**src/rtl/vx_ipdom_ctrl.sv**
```systemverilog
// IPDOM divergence controller: turns SPLIT/JOIN requests into reconvergence stack pushes/pops.
// Latency: request accepted at T, stack op in EXEC at T+1, response valid from T+2.
// Backpressure: one request in flight; req_ready only in IDLE, response held until rsp_ready.
module vx_ipdom_ctrl #(
    parameter int NUM_THREADS = 4,
    parameter int PC_WIDTH    = 32,
    localparam int STKW       = NUM_THREADS + PC_WIDTH
) (
    input  logic                   clk,
    input  logic                   reset,

    input  logic                   req_valid,
    output logic                   req_ready,
    input  logic                   req_op,
    input  logic [NUM_THREADS-1:0] req_tmask,
    input  logic [NUM_THREADS-1:0] req_pred,
    input  logic [PC_WIDTH-1:0]    req_else_pc,

    output logic                   rsp_valid,
    input  logic                   rsp_ready,
    output logic [NUM_THREADS-1:0] rsp_tmask,
    output logic [PC_WIDTH-1:0]    rsp_pc,
    output logic                   rsp_jump,
    output logic                   rsp_diverged,

    output logic                   stk_push,
    output logic                   stk_pop,
    output logic                   stk_pair,
    output logic [STKW-1:0]        stk_q1,
    output logic [STKW-1:0]        stk_q2,
    input  logic [STKW-1:0]        stk_d,
    input  logic                   stk_index,
    input  logic                   stk_empty,
    input  logic                   stk_full,

    output logic                   err_overflow,
    output logic                   err_underflow
);

    typedef enum logic [1:0] {
        S_IDLE = 2'd0,
        S_EXEC = 2'd1,
        S_RSP  = 2'd2
    } state_t;

    localparam logic OP_SPLIT = 1'b0;

    state_t state, state_n;

    logic                   op_r;
    logic [NUM_THREADS-1:0] tmask_r;
    logic [NUM_THREADS-1:0] pred_r;
    logic [PC_WIDTH-1:0]    else_pc_r;

    logic [NUM_THREADS-1:0] taken;
    logic [NUM_THREADS-1:0] not_taken;
    logic                   diverged;
    logic                   accept;
    logic                   in_exec;

    // Requests are refused while reset is held so nothing starts under reset.
    assign req_ready = (state == S_IDLE) && !reset;
    assign accept    = req_valid && req_ready;
    assign rsp_valid = (state == S_RSP);
    assign in_exec   = (state == S_EXEC) && !reset;

    assign taken     = tmask_r & pred_r;
    assign not_taken = tmask_r & ~pred_r;
    assign diverged  = (taken != '0) && (not_taken != '0);

    // State register.
    always_ff @(posedge clk) begin
        if (reset) begin
            state <= S_IDLE;
        end else begin
            state <= state_n;
        end
    end

    // Next-state: EXEC is always a single cycle; RSP waits for the consumer.
    always_comb begin
        state_n = state;
        case (state)
            S_IDLE:  if (accept) state_n = S_EXEC;
            S_EXEC:  state_n = S_RSP;
            S_RSP:   if (rsp_ready) state_n = S_IDLE;
            default: state_n = S_IDLE;
        endcase
    end

    // Stack commands are issued only in EXEC; payloads stay zero unless pushing.
    always_comb begin
        stk_push = 1'b0;
        stk_pop  = 1'b0;
        stk_pair = 1'b0;
        stk_q1   = '0;
        stk_q2   = '0;
        if (in_exec) begin
            if (op_r == OP_SPLIT) begin
                if (!stk_full) begin
                    stk_push = 1'b1;
                    // Reconvergence entry restores the full mask and never redirects.
                    stk_q1   = {tmask_r, {PC_WIDTH{1'b0}}};
                    if (diverged) begin
                        stk_pair = 1'b1;
                        stk_q2   = {not_taken, else_pc_r};
                    end
                end
            end else if (!stk_empty) begin
                stk_pop = 1'b1;
            end
        end
    end

    // Request capture on handshake.
    always_ff @(posedge clk) begin
        if (reset) begin
            op_r      <= 1'b0;
            tmask_r   <= '0;
            pred_r    <= '0;
            else_pc_r <= '0;
        end else if (accept) begin
            op_r      <= req_op;
            tmask_r   <= req_tmask;
            pred_r    <= req_pred;
            else_pc_r <= req_else_pc;
        end
    end

    // Response and sticky error registers, computed once in EXEC and held through RSP.
    always_ff @(posedge clk) begin
        if (reset) begin
            rsp_tmask     <= '0;
            rsp_pc        <= '0;
            rsp_jump      <= 1'b0;
            rsp_diverged  <= 1'b0;
            err_overflow  <= 1'b0;
            err_underflow <= 1'b0;
        end else if (state == S_EXEC) begin
            rsp_tmask    <= tmask_r;
            rsp_pc       <= '0;
            rsp_jump     <= 1'b0;
            rsp_diverged <= 1'b0;
            if (op_r == OP_SPLIT) begin
                if (stk_full) begin
                    err_overflow <= 1'b1;
                end else if (diverged) begin
                    rsp_tmask    <= taken;
                    rsp_diverged <= 1'b1;
                end
            end else begin
                if (stk_empty) begin
                    err_underflow <= 1'b1;
                end else begin
                    // Index 0 marks an else-path entry, which needs a PC redirect.
                    rsp_tmask <= stk_d[STKW-1:PC_WIDTH];
                    rsp_jump  <= ~stk_index;
                    if (!stk_index) begin
                        rsp_pc <= stk_d[PC_WIDTH-1:0];
                    end
                end
            end
        end
    end

endmodule
```
**config.mk**
```make
export PLATFORM = sky130hd
export DESIGN_NAME = vx_ipdom_ctrl
export DESIGN_NICKNAME = d
export VERILOG_FILES = /design/src/rtl/vx_ipdom_ctrl.sv
export SDC_FILE = /design/constraint.sdc
export NUM_CORES = 1
export LEC_CHECK = 0
export CAP_MARGIN = 10
export CELL_PAD_IN_SITES_DETAIL_PLACEMENT = 0
export CELL_PAD_IN_SITES_GLOBAL_PLACEMENT = 1
export CORE_AREA = 2 2 129 106
export CTS_CLUSTER_SIZE = 24
export DETAILED_ROUTE_END_ITERATION = 8
export DIE_AREA = 0 0 131 108
export PLACE_DENSITY = 0.93
export SLEW_MARGIN = 20
export SYNTH_ARGS = -nofsm -noshare
export SYNTH_HDL_FRONTEND = slang
export SYNTH_SLANG_ARGS = --single-unit
export TNS_END_PERCENT = 30
```
**constraint.sdc**
```tcl
create_clock -name clk -period 4.1 [get_ports clk]
set_clock_uncertainty 0.1 [all_clocks]
set_input_delay 0.41 -clock clk [delete_from_list [all_inputs] [get_ports clk]]
set_output_delay 0.41 -clock clk [all_outputs]
set_load 0.005 [all_outputs]
```
# After elaboration in Yosys (flattened, before gate mapping)
# Index checks and enable logic that the tools add are counted.
# W data, S select, Z words.
[totals]
memories = 0
latchBits = 0
ramBits = 0
wordCells = 60
ff_bits = 83
out_inout_bits = 117
romBits = 0
[op_classes]
n_mul = 0
order_cmp = 0
shifts = 0
mux = 29
n_reduce_logical = 11
div_mod_pow = 0
bitwise_logic = 5
add_sub_neg = 0
n_eq_ne = 4
[op_table]
columns = ["op", "count"]
rows = [
  ["$mux W36", 7],
  ["$mux W32", 3],
  ["$mux W4", 4],
  ["$mux W1", 12],
  ["$and A4 B4 Y4", 2],
  ["$reduce_bool A4 Y1", 2],
  ["$pmux W2 S3", 1],
  ["$reduce_and A3 Y1", 2],
  ["$logic_and A1 B1 Y1", 4],
  ["$mux W2", 2],
  ["$not A4 Y4", 1],
  ["$eq A2 B1 Y1 const B", 1],
  ["$eq A2 B2 Y1 const B", 1],
  ["$logic_not A2 Y1", 1],
  ["$ne A2 B1 Y1 const B", 1],
  ["$ne A2 B2 Y1 const B", 1],
  ["$not A1 Y1", 2],
  ["$reduce_and A2 Y1", 1],
  ["$logic_not A1 Y1", 1],
]

# Longest topological paths before layout
# Gate-level depths: netlist of run 1.
[depth]
word_depth = 8
depth_mapped = 7

# Worst setup path before layout of run 1
# OpenSTA, ideal clock, no wires.
[synth_timing]
path_type = "input-to-output"
startpoint = "in reset"
endpoint = "out stk_q2[26]"
cell_stages = 6
path_buffers = 2
path_slack_ps = 2171
arrival_time_ps = 1419
cell_sequence = "buf_6 nor2_2 and3_4 nor3b_4 buf_6 and2_1"
[synth_between]
elab_chain_len = 3
[synth_lines]
columns = ["item", "line_no", "source"]
rows = [
  ["from (decl)", "10", "input logic reset,"],
  ["$logic_not A1 Y1", "65", "assign in_exec = (state == S_EXEC) && !reset;"],
  ["$logic_and A1 B1 Y1", "65", ""],
  ["$mux W36", "98", "if (in_exec) begin"],
  ["to (decl)", "30", "output logic [STKW-1:0] stk_q2,"],
]
# Every way passes these cells.

# Final worst setup path of run 1
[layout_timing]
startpoint = "in stk_full"
endpoint = "out stk_q2[15]"
[layout_between]
elab_chain_len = 3
[layout_lines]
columns = ["item", "line_no", "source"]
rows = [
  ["from (decl)", "34", "input logic stk_full,"],
  ["$mux W36", "100", "if (!stk_full) begin"],
  ["$mux W36", "99", "if (op_r == OP_SPLIT) begin"],
  ["$mux W36", "98", ""],
]
# Every way passes these cells.

==> results of run 1 <==
[sequential cells by signal (all words and copies together) (netlist names)]
name	flops
rsp_tmask	4
op_r	1
else_pc_r	32
tmask_r	4
err_overflow	1
rsp_pc	32
pred_r	4
err_underflow	1
rsp_jump	1
state	2
rsp_diverged	1
[where the power goes]
group          internal, mW  leakage (nW)  switching (mW)
Clock                 0.482         0.135           0.289
Sequential            0.831         0.673          0.0159
Combinational         0.104          1.24          0.0890
Total                  1.42          2.05           0.394
[per-stage QoR]
step           utilization, %  cells  cell area [um2]  hold slack [ns]
3_3_place_gp             41.7    743             5300            0.338
2_1_floorplan               -    456             3780            0.332
3_5_place_dp             41.7    743             5300            0.344
6_report                 43.9    757             5590            0.350
5_1_grt                  43.9    757             5590            0.372
4_1_cts                  43.9    757             5590            0.351
[kinds of logic after synthesis]
| kind of cell | count (synthesis) | synth area share [%] |
|---|---|---|
| and+or+nand+nor | 177 | 23.1 |
| muxes | 4 | 1.09 |
| AOI/OAI and AO/OA | 92 | 18.3 |
| DFF | 83 | 45.3 |
| other | 1 | 0.102 |
| buffers and inverters | 68 | 12.1 |
[area by class of cell]
type	instances	area share (%)
clock buffer	12	4.41
clock inverter	2	0.672
inverter	7	0.470
multi-input combinational	305	30.1
sequential	83	29.7
tap	175	3.92
timing repair buffer	173	30.7
[critical path: cells and delay by family]
| family | cells | cell delay, ns |
|---|---|---|
| and+or+nand+nor | 4 | 0.73 |
| buffers and inverters | 3 | 1.27 |
[cells in the mapped netlist (all sizes together)]
| library cell | count |
|---|---|
| nand2 | 84 |
| dfxtp | 83 |
| a21oi | 47 |
| buf | 46 |
| and2 | 39 |
| nor2 | 37 |
| a22oi | 32 |
| clkbuf | 15 |
| inv | 7 |
| nor2b | 6 |
| a21o | 4 |
| mux2i | 4 |
| o21ai | 4 |
| nand2b | 3 |
| nor3 | 3 |
| a31oi | 2 |
| nor3b | 2 |
| nor4 | 2 |
| a221oi | 1 |
| a22o | 1 |
| a31o | 1 |
| and3 | 1 |
| conb | 1 |
[worst max path at each step]
stage / to / from / slack (ns) / cells past startpoint
floorplan: stk_q2[26] / reset / 2.17 / 6
global placement: stk_q2[15] / stk_full / 1.22 / 7
detailed placement: stk_q2[17] / stk_full / 1.14 / 7
CTS: stk_q2[17] / stk_full / 1.14 / 7
global route: stk_q2[15] / stk_full / 1.04 / 7
finish: stk_q2[15] / stk_full / 1.16 / 7
[per-layer routing]
metal	global-route usage [%]	wire (um)	up-vias	share of wire, %
li1	-	-	1640	-
met1	17.3	4500	1526	44
met2	23.1	4730	111	47
met3	4.95	711	11	7.0
met4	4.33	176	0	1.7
met5	0	0	-	0
==> flow_metrics.tcl, run 1 <==
set metrics [dict create \
    layout_commonest_cell "clkdlybuf4s50_1" \
    fillers 1236 \
    die_area_mm2 0.0141 \
    ff2ff_path_depth 4 \
    clock_latency_ns 0.32 \
    place_ws_ns 1.14 \
    grt_pass1_wl_um 15600 \
    drt_first_pass_iters 4 \
    cts.repair.resized 0 \
    start_kind "input pin" \
    cts_tree "yes" \
    post_synth.cell_area_avg_um2 8.63 \
    start_util_pct 28.8 \
    hold_viol_final 0 \
    syn_area_mm2 0.00367 \
    ys_ff_latch 83 \
    crit_path_frequent_cell "clkdlybuf4s50_1" \
    r2r_slack_ns 2.19 \
    cp_data_required_time_ns 3.59 \
    slew_headroom_pct 44.2 \
    crit_path_end_kind "output port" \
    critPathSlowestCell "clkdlybuf4s50_1" \
    vdd_drop_max_uv 198 \
    max-cap-violations 0 \
    num-nets-final 663 \
    layout_common_cells "clkdlybuf4s50_1, nand2_1, dfxtp_1" \
    seqCellArea_mm2 0.00166 \
    setup_violations 0 \
    critPathArrivalTime_ns 2.43 \
    finalCritPeriodShare_pct 71.8 \
    synth.largest_area_cell "dfxtp_1" \
    n_antenna_cell 0 \
    cts_sinks 83 \
    hold_path_startpoint "else_pc_r[25]" \
    cellPowerDensity_mw_per_mm2 324 \
    ctsLongestPathBuffers 2 \
    vias 3288 \
    grt_max_degree 81 \
    cp_slowest_stage_delay_ns 0.51 \
    drive_above_1_share_pct 8.08 \
    antenna_left 0 \
    min_period_ns 2.94 \
    routed_wl_um 10100 \
    hpwl_um 7430 \
    path_cells "clkdlybuf4s50_1, nor2_1, and3_4, nor3b_4, buf_4, and2_1, clkdlybuf4s50_1" \
    crit_type "input pin to output port" \
    grt.overflow.total 0 \
    cp_max_fo 37 \
    reg2reg_from "state[0]" \
    worst_pin_slew_ns 0.836 \
    cts_max_level 3 \
    min_path_cells 2 \
    status "complete, no violations" \
    cts.clk_slew.worst_paths_ns 0.05 \
    p_leak_nw 2.05 \
    timing.fmax_mhz 340 \
    die_y_um 108 \
    min_to "else_pc_r[25]" \
    remaining_drc_errors 0 \
    fp.coreArea_mm2 0.0127 \
    track_usage_pct 14.1 \
    multi_input_area_mm2 0.00168 \
    setup_tns_ns 0 \
    root_buffer "clkbuf_16" \
    ys_top_cells_by_area "dfxtp_1, nand2_1, a22oi_2, and2_1, buf_4" \
    drtIter0Drc 143 \
    rsz0062_at_grt "false" \
    synthDistinctLibCells 31 \
    cts_hold_buf 0 \
    syn-instance-count 425 \
    avgViaCountPerCell 4.34 \
    regToRegEndpoint "rsp_tmask[1]" \
    area_delta_synth_final_pct 52.3 \
    grt_pass1_vias 3183 \
    post-synth-top-area-fraction_pct 45.3 \
    port_buffers 168 \
    ys_warn_count 0 \
    power.total_mw 1.81 \
    ioPinCount 201 \
    min_path_type "register to register" \
    ys_seq_area_share_pct 45.3 \
    wl_per_cell_um 13.4 \
    slew_viol_final 0 \
    gp_congestion 0.775 \
    num_rows 37 \
    cts_buffers 9 \
    floorplan.die.width_um 131 \
    antenna_found_initial 0 \
    post_cts_buffers 0 \
    finalWorstSetupSlack_ns 1.16 \
]
No activity file was read; power rests on OpenSTA's default activity.
==> inputs of run 2 (changes only) <==
--- a/config.mk
+++ b/config.mk
@@ -8,11 +8,11 @@
 export CAP_MARGIN = 10
 export CELL_PAD_IN_SITES_DETAIL_PLACEMENT = 0
 export CELL_PAD_IN_SITES_GLOBAL_PLACEMENT = 1
-export CORE_AREA = 2 2 129 106
+export CORE_AREA = 2 2 134 110
 export CTS_CLUSTER_SIZE = 24
 export DETAILED_ROUTE_END_ITERATION = 8
-export DIE_AREA = 0 0 131 108
-export PLACE_DENSITY = 0.93
+export DIE_AREA = 0 0 136 112
+export PLACE_DENSITY = 0.87
 export SLEW_MARGIN = 20
 export SYNTH_ARGS = -nofsm -noshare
 export SYNTH_HDL_FRONTEND = slang
==> constraint.sdc (replaced) <==
create_clock -name clk -period 2.85 [get_ports clk]
set_clock_uncertainty 0.1 [all_clocks]
set_input_delay 0.285 -clock clk [delete_from_list [all_inputs] [get_ports clk]]
set_output_delay 0.285 -clock clk [all_outputs]
set_load 0.005 [all_outputs]
==> run 2 against run 1 <==
Worst hold slack got worse by 0.086 ns. Power grew 45%. Sequential share of layout area down 0.20 points. Clock power rose by 45%. Die area up 7.7%. Non-clock buffer count increased by 2. Critical path depth stayed put. Critical endpoint is now stk_q2[10].
==> flow_metrics.tcl, run 2 (synthesized netlist as in run 1, its figures left out) <==
set metrics [dict create \
    status "complete, no violations" \
    die_y_um 112 \
    gp_congestion 0.829 \
    routed_wl_um 10300 \
    p_leak_nw 2.07 \
    cp_max_fo 36 \
    power.total_mw 2.62 \
    clock_latency_ns 0.34 \
    ioPinCount 201 \
    grt_pass1_vias 3229 \
    cts_hold_buf 0 \
    dp.cells 754 \
    grt.overflow.total 0 \
    min_path_type "input pin to register" \
    hold_viol_final 0 \
    cts.repair.resized 0 \
    worst_pin_slew_ns 0.786 \
    floorplan.die.width_um 136 \
    layout_commonest_cell "clkdlybuf4s50_1" \
    cts.clk_slew.worst_paths_ns 0.06 \
    die_area_mm2 0.0152 \
    timing.fmax_mhz 378 \
    drtIter0Drc 97 \
    vdd_drop_max_uv 293 \
    fillers 1402 \
    finalCritPeriodShare_pct 92.8 \
    num-nets-final 665 \
    min_period_ns 2.65 \
    antenna_found_initial 0 \
    rsz0062_at_grt "false" \
    setup_tns_ns 0 \
    stdcell_count 768 \
    root_buffer "clkbuf_16" \
    drt_first_pass_iters 4 \
    crit_path_end_kind "output port" \
    remaining_drc_errors 0 \
    antenna_left 0 \
    cts_buffers 9 \
    layout_common_cells "clkdlybuf4s50_1, nand2_1, dfxtp_1" \
    cts_sinks 83 \
    reg_top3 "else_pc_r x32, rsp_pc x32" \
    hpwl_um 7470 \
    area_delta_synth_final_pct 53.4 \
    ctsLongestPathBuffers 2 \
    num_rows 39 \
    cp_data_required_time_ns 2.47 \
    grt_pass1_wl_um 16100 \
    avgViaCountPerCell 4.32 \
    post_cts_buffers 0 \
    grt_max_degree 75 \
    slew_headroom_pct 47.6 \
    n_antenna_cell 0 \
    hold_ws_ns 0.264 \
    vias 3321 \
    start_kind "input pin" \
    critPathArrivalTime_ns 2.26 \
    cellPowerDensity_mw_per_mm2 466 \
    track_usage_pct 13.5 \
    slew_viol_final 0 \
    max-cap-violations 0 \
    port_buffers 168 \
    crit_type "input pin to output port" \
    cts_max_level 3 \
    drive_above_1_share_pct 8.56 \
    cts_tree "yes" \
    wl_per_cell_um 13.4 \
    fp.coreArea_mm2 0.0140 \
    setup_violations 0 \
    start_util_pct 26.3 \
]
-- run 2: path summary, 6_finish.rpt --
path / start / to / slack (ns) / cells past startpoint
min reg2reg: else_pc_r[15] / else_pc_r[15] / 0.35 / 2
max: stk_full / stk_q2[10] / 0.20 / 7
max reg2reg: state[1] / else_pc_r[2] / 1.08 / 5
min: reset / err_underflow / 0.26 / 3
-- run 2: area by class of cell --
cell class | count | area (um2) | share of cell area [%]
Clock inverter | 3 | 40.0 | 0.712
Tap cell | 184 | 230 | 4.09
Timing Repair Buffer | 175 | 1740 | 31.0
Sequential cell | 83 | 1660 | 29.5
Clock buffer | 11 | 243 | 4.32
Multi-Input combinational cell | 305 | 1680 | 29.9
Inverter | 7 | 26.3 | 0.467
-- run 2: where the power goes --
group	leakage, nW	total, mW	switching, mW	internal, mW
clock	0.141	1.12	0.429	0.689
sequential	0.673	1.22	0.0238	1.20
combinational	1.26	0.281	0.129	0.152
-- run 2: per-stage QoR --
step	setup WS (ns)	utilization, %	area, um2
after floorplan	1.17	-	3780
after global placement	0.296	38.3	5340
after detailed placement	0.204	38.3	5340
after CTS	0.181	40.3	5620
after global routing	0.0698	40.3	5620
final	0.204	40.3	5620
-- run 2: metal layers --
| layer | wire length [um] | track usage, % | vias up |
|---|---|---|---|
| met3 | 946 | 6.33 | 13 |
| met2 | 4600 | 21.5 | 131 |
| met5 | 0 | 0 | - |
| met1 | 4590 | 16.2 | 1537 |
| met4 | 124 | 3.75 | 0 |
| li1 | - | - | 1640 |
-- run 2: worst max-delay path, stage by stage --
cell and delay [ns]:
clkdlybuf4s50_1 0.44, nor2_1 0.16, and3_4 0.25, nor3b_4 0.25, buf_12 0.20, and2_1 0.16, clkdlybuf4s50_1 0.50
